## config.mk

```make
export PLATFORM = sky130hd
export DESIGN_NAME = reg_file_2r1w
export DESIGN_NICKNAME = d
export VERILOG_FILES = /design/src/rtl/reg_file_pkg.sv /design/src/rtl/reg_file_scoreboard.sv /design/src/rtl/reg_file_2r1w.sv
export SDC_FILE = /design/constraint.sdc
export NUM_CORES = 1
export LEC_CHECK = 0
export BUFFER_PORTS_ARGS = -buffer_cell sky130_fd_sc_hd__clkbuf_2
export CAP_MARGIN = 20
export CORE_MARGIN = 3
export CORE_UTILIZATION = 60
export CTS_CLUSTER_DIAMETER = 40
export DETAILED_ROUTE_END_ITERATION = 8
export PLACE_DENSITY = 0.89
export SLEW_MARGIN = 20
export SYNTH_ARGS = -nofsm -noshare
export SYNTH_HDL_FRONTEND = slang
export SYNTH_SLANG_ARGS = --single-unit
```

## constraint.sdc

```tcl
create_clock -name clk -period 6 [get_ports clk]
set_input_delay 0.6 -clock clk [delete_from_list [all_inputs] [get_ports clk]]
set_output_delay 0.6 -clock clk [all_outputs]
set_load 0.05 [all_outputs]
```

## src/rtl/reg_file_pkg.sv

```systemverilog
// Shared defaults and address-width helper for the two-read / one-write register file.
package reg_file_pkg;

    localparam int DEFAULT_N     = 16;
    localparam int DEFAULT_DEPTH = 8;

    // Smallest w such that 2**w >= value.
    function automatic int clog2(input int value);
        int result;
        result = 0;
        for (int i = 0; i < 31; i++) begin
            if ((1 << i) < value) begin
                result = i + 1;
            end
        end
        return result;
    endfunction

endpackage

```

## src/rtl/reg_file_scoreboard.sv

```systemverilog
// Pending-write scoreboard: one busy bit per register, set by reservation,
// cleared by write; a reservation wins over a write to the same register.
module reg_scoreboard
    import reg_file_pkg::*;
#(
    parameter  int DEPTH = DEFAULT_DEPTH,
    localparam int AW    = clog2(DEPTH)
) (
    input  logic             clk,
    input  logic             rst,
    input  logic             set_enable,
    input  logic [AW-1:0]    set_addr,
    input  logic             clear_enable,
    input  logic [AW-1:0]    clear_addr,
    output logic [DEPTH-1:0] busy
);

    logic [DEPTH-1:0] busy_reg;
    logic [DEPTH-1:0] busy_next;

    generate
        for (genvar gi = 0; gi < DEPTH; gi++) begin : g_bit
            localparam logic [AW-1:0] IDX = AW'(gi);
            logic set_hit;
            logic clear_hit;

            assign set_hit   = set_enable && (set_addr == IDX);
            assign clear_hit = clear_enable && (clear_addr == IDX);
            // Set is checked first so a new reservation survives a same-cycle write.
            assign busy_next[gi] = set_hit ? 1'b1 : (clear_hit ? 1'b0 : busy_reg[gi]);
        end
    endgenerate

    always_ff @(posedge clk or posedge rst) begin
        if (rst) begin
            busy_reg <= '0;
        end else begin
            busy_reg <= busy_next;
        end
    end

    assign busy = busy_reg;

endmodule

```

## src/rtl/reg_file_2r1w.sv

```systemverilog
// Register file with two registered read ports, one write port, write-to-read
// bypass and a pending-write scoreboard reported per read as a ready flag.
module reg_file_2r1w
    import reg_file_pkg::*;
#(
    parameter  int N     = DEFAULT_N,
    parameter  int DEPTH = DEFAULT_DEPTH,
    localparam int AW    = clog2(DEPTH)
) (
    input  logic             clk,
    input  logic             rst,
    input  logic             read_enable,
    input  logic [AW-1:0]    read_addr1,
    input  logic [AW-1:0]    read_addr2,
    output logic [N-1:0]     read_data1,
    output logic [N-1:0]     read_data2,
    output logic             read_ready1,
    output logic             read_ready2,
    input  logic             write_enable,
    input  logic [AW-1:0]    write_addr,
    input  logic [N-1:0]     write_data,
    input  logic             rsv_enable,
    input  logic [AW-1:0]    rsv_addr,
    output logic [DEPTH-1:0] busy
);

    logic [N-1:0] regs_reg [DEPTH];

    logic [N-1:0] read_data1_reg, read_data2_reg;
    logic [N-1:0] read_data1_next, read_data2_next;
    logic         read_ready1_reg, read_ready2_reg;
    logic         read_ready1_next, read_ready2_next;

    logic         wr_hit1, wr_hit2, rsv_hit1, rsv_hit2;

    always_ff @(posedge clk or posedge rst) begin
        if (rst) begin
            for (int i = 0; i < DEPTH; i++) begin
                regs_reg[i] <= '0;
            end
        end else if (write_enable) begin
            regs_reg[write_addr] <= write_data;
        end
    end

    assign wr_hit1  = write_enable && (write_addr == read_addr1);
    assign wr_hit2  = write_enable && (write_addr == read_addr2);
    assign rsv_hit1 = rsv_enable && (rsv_addr == read_addr1);
    assign rsv_hit2 = rsv_enable && (rsv_addr == read_addr2);

    // A same-cycle write makes the captured value final unless it is re-reserved.
    always_comb begin
        read_data1_next  = wr_hit1 ? write_data : regs_reg[read_addr1];
        read_data2_next  = wr_hit2 ? write_data : regs_reg[read_addr2];
        read_ready1_next = wr_hit1 ? !rsv_hit1 : !busy[read_addr1];
        read_ready2_next = wr_hit2 ? !rsv_hit2 : !busy[read_addr2];
    end

    always_ff @(posedge clk or posedge rst) begin
        if (rst) begin
            read_data1_reg  <= '0;
            read_data2_reg  <= '0;
            read_ready1_reg <= 1'b1;
            read_ready2_reg <= 1'b1;
        end else if (read_enable) begin
            read_data1_reg  <= read_data1_next;
            read_data2_reg  <= read_data2_next;
            read_ready1_reg <= read_ready1_next;
            read_ready2_reg <= read_ready2_next;
        end
    end

    assign read_data1  = read_data1_reg;
    assign read_data2  = read_data2_reg;
    assign read_ready1 = read_ready1_reg;
    assign read_ready2 = read_ready2_reg;

    reg_scoreboard #(
        .DEPTH(DEPTH)
    ) u_scoreboard (
        .clk         (clk),
        .rst         (rst),
        .set_enable  (rsv_enable),
        .set_addr    (rsv_addr),
        .clear_enable(write_enable),
        .clear_addr  (write_addr),
        .busy        (busy)
    );

endmodule

```

==> flow_metrics.env, run 1 <==
export IMPL_status="completed"
export IMPL_p_leak_nw=4.15
export IMPL_clk_insertion_delay_late_ns=0.43
export IMPL_final_common_cell="dfrtp_1"
export IMPL_cp_arrival_ns=3.38
export IMPL_skew_ns=0.00577
export IMPL_hold_class="primary input to asynchronous set/reset pin"
export IMPL_cts_root_buffer="clkbuf_16"
export IMPL_critPathLaunchType="primary input"
export IMPL_hpwlAfterDp_mm=13.3
export IMPL_tritoncts="yes"
export IMPL_ys_ff_latch=170
export IMPL_max_freq_ghz=0.323
export IMPL_slew_headroom_pct=27.0
export IMPL_worst_slack_ns=2.90
export IMPL_r2r_start="regs_reg[91]$_DFFE_PP0P_"
export IMPL_grt_max_degree=101
export IMPL_slew_viol_final=0
export IMPL_hold_viol=0
export IMPL_final_cell_mix="dfrtp_1 (168), mux2_2 (124), clkbuf_2 (73)"
export IMPL_seq_power_share_pct=43.9
export IMPL_cp_max_fo=20
export IMPL_detail_route_antenna_nets=0
export IMPL_nFillCells=985
export IMPL_dp_slack_ns=2.51
export IMPL_setup_worst_path_end_class="flip-flop"
export IMPL_swShare_pct=31.6
export IMPL_dr_total_vias=5985
export IMPL_p_clk_share_pct=29.0
export IMPL_worstReg2RegEnd="read_data1[11]$_DFFE_PP0P_"
export IMPL_p_int_mw=2.50
export IMPL_worstMarginPinSlew_ns=1.10
export IMPL_drcViolationCount=0
export IMPL_drive_above_1_share_pct=45.7
export IMPL_worstSetupPathType="primary input to flip-flop"
export IMPL_holdWs_ns=0.338
export IMPL_vias_per_cell=6.74
export IMPL_grt_pass1_wl_mm=34.7
export IMPL_r2r_slack_ns=4.39
export IMPL_finalNonFillerCells=888
export IMPL_dieWidth_um=128
export IMPL_fin_crit_sh_pct=51.6
export IMPL_hold_buffers=0
export IMPL_yosysSeqAreaShare_pct=47.5
export IMPL_dp_cells=857
export IMPL_syn_instance_count=653
export IMPL_powerDensity_nw_per_um2=370
export IMPL_die_h_um=128
export IMPL_routedWlPerCell_um=24.4
export IMPL_cts_resized=0
export IMPL_port_buffer_count=74
export IMPL_ys_warn_count=0
export IMPL_switching_power_mw=1.15
export IMPL_setup_viol=0
export IMPL_cts_sinks=170
export IMPL_comb_power_share_pct=27.0
export IMPL_antenna_found_initial=0
export IMPL_start_util_pct=61.4
export IMPL_clock_tree_buffer_depth=2
export IMPL_r2r_cells=4
export IMPL_antennaDiodeCount=0
export IMPL_track_usage_pct=27.6
export IMPL_syn_area_um2=8960
export IMPL_grt_ovfl_total=0
export IMPL_syn_avg_cell_area_um2=13.7
export IMPL_h_tree_depth=4
export IMPL_cap_violations=0
export IMPL_largest_reg_flops=128
export IMPL_first_global_vias=6465
export IMPL_gp_congestion=0.859
export IMPL_clk_pin_slew_ns=0.06
export IMPL_cts_setup_buffers=0
export IMPL_synth_nets=686
export IMPL_drt_iter0_markers=458
export IMPL_cp_required_ns=6.28
export IMPL_fin_nets=726
export IMPL_io_pins=75
export IMPL_timing_setup_tns_ns=0
export IMPL_grt_setup_unrepaired="false"
export IMPL_dr_pass1_iters=5
export IMPL_finalCriticalPeriod_ns=3.10
export IMPL_cts_buffers=17
export IMPL_row_count=44
export IMPL_wl_mm=21.6
export IMPL_synthToLayoutAreaGrowth_pct=10.3
export IMPL_ys_types=30
export IMPL_fp_coreArea_um2=14600
export IMPL_peakVddDrop_mv=0.242
export IMPL_dieArea_um2=16400
critical path: stages:
cell and delay [ns]:
clkbuf_2 0.51, buf_4 0.50, xnor2_1 0.20, nand4_1 0.85, o21ai_0 0.58, o22ai_1 0.12
worst max-delay path by stage:
| stage | endpoint | from |
|---|---|---|
| after floorplan | read_data1[0]$_DFFE_PP0P_ | rst |
| after global placement | read_data1[5]$_DFFE_PP0P_ | read_addr1[0] |
| after detailed placement | read_data1[10]$_DFFE_PP0P_ | read_addr1[0] |
| after CTS | read_data1[12]$_DFFE_PP0P_ | read_addr1[0] |
| after global routing | read_data1[12]$_DFFE_PP0P_ | read_addr1[0] |
| final | read_data1[9]$_DFFE_PP0P_ | read_addr1[0] |
power by group through the flow:
stage	Combinational [mW]	Sequential (mW)	Clock, mW
floorplan	0.598	1.76	0
global placement	0.943	1.58	0
detailed placement	0.984	1.61	0
CTS	0.993	1.60	1.07
global route	1.05	1.63	1.12
finish	0.988	1.60	1.06
metrics by stage:
| step | power (mW) | area [µm²] | utilization (%) |
|---|---|---|---|
| after detailed placement | 2.60 | 9310 | 63.8 |
| after CTS | 3.66 | 9870 | 67.7 |
| final | 3.65 | 9880 | 67.7 |
| after floorplan | 2.35 | 8960 | - |
| after global placement | 2.52 | 9310 | 63.8 |
| after global routing | 3.80 | 9880 | 67.7 |
cell type report:
type	count	area [µm²]	share of cell area [%]
sequential	170	4260	43.1
multi-input combinational	381	4220	42.7
timing repair buffer	88	482	4.87
clock buffer	22	464	4.70
tap	184	230	2.33
inverter	35	136	1.38
clock inverter	8	96.3	0.975
synthesized netlist by cell type:
cell / count / area share [%]
nand2b_4: 1 / 0.15
nor3b_4: 2 / 0.42
buf_2: 22 / 1.2
nor2_1: 4 / 0.17
buf_6: 5 / 0.63
dfstp_2: 2 / 0.59
mux2_2: 124 / 16
clkbuf_1: 14 / 0.59
nor3_2: 2 / 0.22
xnor2_1: 12 / 1.2
o21ai_0: 34 / 1.9
buf_4: 7 / 0.59
mux4_2: 68 / 17
inv_1: 35 / 1.5
dfrtp_1: 168 / 47
buf_8: 1 / 0.17
nand2_1: 15 / 0.63
buf_1: 18 / 0.75
mux2_1: 6 / 0.75
mux2i_1: 2 / 0.22
nor2b_1: 30 / 2.1
nand4b_1: 3 / 0.29
a211oi_2: 7 / 0.98
a211oi_1: 23 / 1.9
nand4_1: 5 / 0.35
o32ai_1: 2 / 0.20
and4_1: 2 / 0.20
a31oi_1: 4 / 0.28
nand2b_1: 3 / 0.21
o22ai_1: 32 / 2.2
cells by family (layout without fill, tap and decap cells):
family,after synthesis,count (layout),share of synthesized area [%]
simple gates,67,67,4.73
flops,170,170,47.5
buf+inv,102,153,5.42
mux,200,200,33.7
xor+xnor,12,12,1.17
compound gates,102,102,7.51
per-layer routing:
layer  track usage (%)  wire length, µm
met1              33.3             8100
met2              46.6            11300
met3              5.83             1350
met4              14.4              864
met5                 0                0
No activity file was read; power rests on OpenSTA's default activity.
==> run 2: changes to the inputs <==
--- a/config.mk
+++ b/config.mk
@@ -8,10 +8,10 @@
 export BUFFER_PORTS_ARGS = -buffer_cell sky130_fd_sc_hd__clkbuf_2
 export CAP_MARGIN = 20
 export CORE_MARGIN = 3
-export CORE_UTILIZATION = 60
+export CORE_UTILIZATION = 54
 export CTS_CLUSTER_DIAMETER = 40
 export DETAILED_ROUTE_END_ITERATION = 8
-export PLACE_DENSITY = 0.89
+export PLACE_DENSITY = 0.85
 export SLEW_MARGIN = 20
 export SYNTH_ARGS = -nofsm -noshare
 export SYNTH_HDL_FRONTEND = slang
==> constraint.sdc (replaced) <==
create_clock -name clk -period 2.5 [get_ports clk]
set_input_delay 0.25 -clock clk [delete_from_list [all_inputs] [get_ports clk]]
set_output_delay 0.25 -clock clk [all_outputs]
set_load 0.05 [all_outputs]
==> run 2 against run 1 <==
Sequential share of layout area decreased by 1.3 points. Via count increased by 2.1%. Count of clock-buffer cells in the layout decreased by 3. Power increased to 2.6 times the previous value. Critical path depth decreased by 2. Utilization decreased by 4.3 points. Non-clock buffer count increased by 10. First-iteration DRC count increased by 40%. Register-to-register slack got worse by 3.5 ns. Routed wire length increased by 6.6%. Clock skew increased by 0.00056 ns. Sequential power increased by 140%. Critical path type is now flip-flop to flip-flop.
==> flow_metrics.env, run 2 (synthesis results as in run 1) <==
export IMPL_cts_root_buffer="clkbuf_16"
export IMPL_grt_pass1_wl_mm=36.4
export IMPL_nFillCells=1094
export IMPL_slew_viol_final=0
export IMPL_final_common_cell="dfrtp_1"
export IMPL_dr_total_vias=6112
export IMPL_largest_reg_flops=128
export IMPL_detail_route_antenna_nets=0
export IMPL_antenna_found_initial=1
export IMPL_die_h_um=135
export IMPL_clock_tree_buffer_depth=2
export IMPL_row_count=46
export IMPL_worstReg2RegEnd="read_data1[12]$_DFFE_PP0P_"
export IMPL_p_leak_nw=4.27
export IMPL_r2r_cells=4
export IMPL_fp_coreArea_um2=16100
export IMPL_fin_crit_sh_pct=64.1
export IMPL_grt_setup_unrepaired="false"
export IMPL_drive_above_1_share_pct=47.0
export IMPL_port_buffer_count=74
export IMPL_drcViolationCount=0
export IMPL_hold_viol=0
export IMPL_gp_congestion=0.863
export IMPL_worst_slack_ns=0.898
export IMPL_grt_ovfl_total=0
export IMPL_h_tree_depth=4
export IMPL_finalCriticalPeriod_ns=1.60
export IMPL_powerDensity_nw_per_um2=921
export IMPL_hold_buffers=0
export IMPL_fin_nets=736
export IMPL_drt_iter0_markers=642
export IMPL_startpoint="regs_reg[76]$_DFFE_PP0P_"
export IMPL_io_pins=75
export IMPL_clk_pin_slew_ns=0.06
export IMPL_cts_sinks=170
export IMPL_timing_setup_tns_ns=0
export IMPL_dp_cells=900
export IMPL_post_dp_cell_area_um2=9490
export IMPL_grt_max_degree=171
export IMPL_dieArea_um2=18200
export IMPL_peakVddDrop_mv=0.609
export IMPL_r2r_slack_ns=0.90
export IMPL_worstMarginPinSlew_ns=0.917
export IMPL_tritoncts="yes"
export IMPL_slew_headroom_pct=38.8
export IMPL_dp_slack_ns=0.591
export IMPL_holdWs_ns=0.0222
export IMPL_clk_insertion_delay_late_ns=0.44
export IMPL_setup_worst_path_end_class="flip-flop"
export IMPL_cp_arrival_ns=1.91
export IMPL_cts_buffers=17
export IMPL_setup_viol=0
export IMPL_vias_per_cell=6.56
export IMPL_cp_max_fo=3
export IMPL_start_util_pct=55.8
export IMPL_dr_pass1_iters=5
export IMPL_cp_required_ns=2.80
export IMPL_finalNonFillerCells=932
export IMPL_status="completed"
export IMPL_track_usage_pct=26.4
export IMPL_final_cell_mix="dfrtp_1 (168), mux2_2 (124), clkbuf_2 (74)"
export IMPL_cts_resized=0
export IMPL_routedWlPerCell_um=24.7
export IMPL_hold_class="primary input to asynchronous set/reset pin"
export IMPL_r2r_start="regs_reg[76]$_DFFE_PP0P_"
export IMPL_skew_ns=0.00634
export IMPL_cts_setup_buffers=0
export IMPL_first_global_vias=6581
export IMPL_wl_mm=23.1
export IMPL_dieWidth_um=135
export IMPL_max_freq_ghz=0.624
export IMPL_cap_violations=0
export IMPL_hpwlAfterDp_mm=13.7
export IMPL_critPathLaunchType="flip-flop"
export IMPL_synthToLayoutAreaGrowth_pct=13.8
export IMPL_worstSetupPathType="flip-flop to flip-flop"
export IMPL_finish_instance_area_um2=10200
[run 2: cell types whose count changed in the layout (fill, tap and decap cells not counted)]
cell	previous run	this run
buf_6	1	0
clkbuf_2	73	74
bufinv_16	2	7
buf_4	14	19
inv_6	1	0
buf_12	0	5
clkinv_2	4	2
clkinvlp_4	1	3
clkbuf_1	3	0
diode_2	0	1
[run 2: through the flow]
stage	util [%]	power, mW
after floorplan	-	5.65
after global placement	59.1	6.08
after detailed placement	59.1	6.27
after CTS	63.5	9.39
after global routing	63.5	9.72
final	63.5	9.39
[run 2: worst max-delay path, stage by stage, from the launching register on]
cell	delay, ns
dfrtp_1	0.41
mux4_2	0.48
nor2b_1	0.16
a211oi_1	0.29
o22ai_1	0.14
[run 2: per-layer routing]
layer	part of all wire (%)	global-route usage (%)	wire, µm
met4	4.6	15.4	1060
met3	7.6	6.18	1740
met2	51	43.6	11800
met1	37	31.9	8430
met5	0	0	0
[run 2: cell type report]
class	count	area (µm²)	share of cell area, %
clock buffer	19	453	4.44
timing repair buffer	98	613	6.02
antenna	1	2.50	0.0246
inverter	35	135	1.33
tap	216	270	2.65
multi-input combinational	381	4220	41.4
clock inverter	12	244	2.39
sequential	170	4260	41.8
[run 2: power breakdown]
| group | switching (mW) | leakage, nW | total [mW] | internal [mW] |
|---|---|---|---|---|
| Sequential | 0.507 | 2.05 | 3.87 | 3.36 |
| Combinational | 1.27 | 1.88 | 2.41 | 1.14 |
| Clock | 1.09 | 0.335 | 3.11 | 2.02 |
[run 2: worst max-delay path by stage]
stage | slack [ns] | cells after the start | to
after global placement | 0.66 | 6 | read_data2[5]$_DFFE_PP0P_
after floorplan | 0.08 | 1 | read_data1[0]$_DFFE_PP0P_
final | 0.90 | 4 | read_data1[12]$_DFFE_PP0P_
after detailed placement | 0.59 | 6 | read_data2[15]$_DFFE_PP0P_
after CTS | 0.90 | 4 | read_data2[6]$_DFFE_PP0P_
after global routing | 0.80 | 4 | read_data2[6]$_DFFE_PP0P_
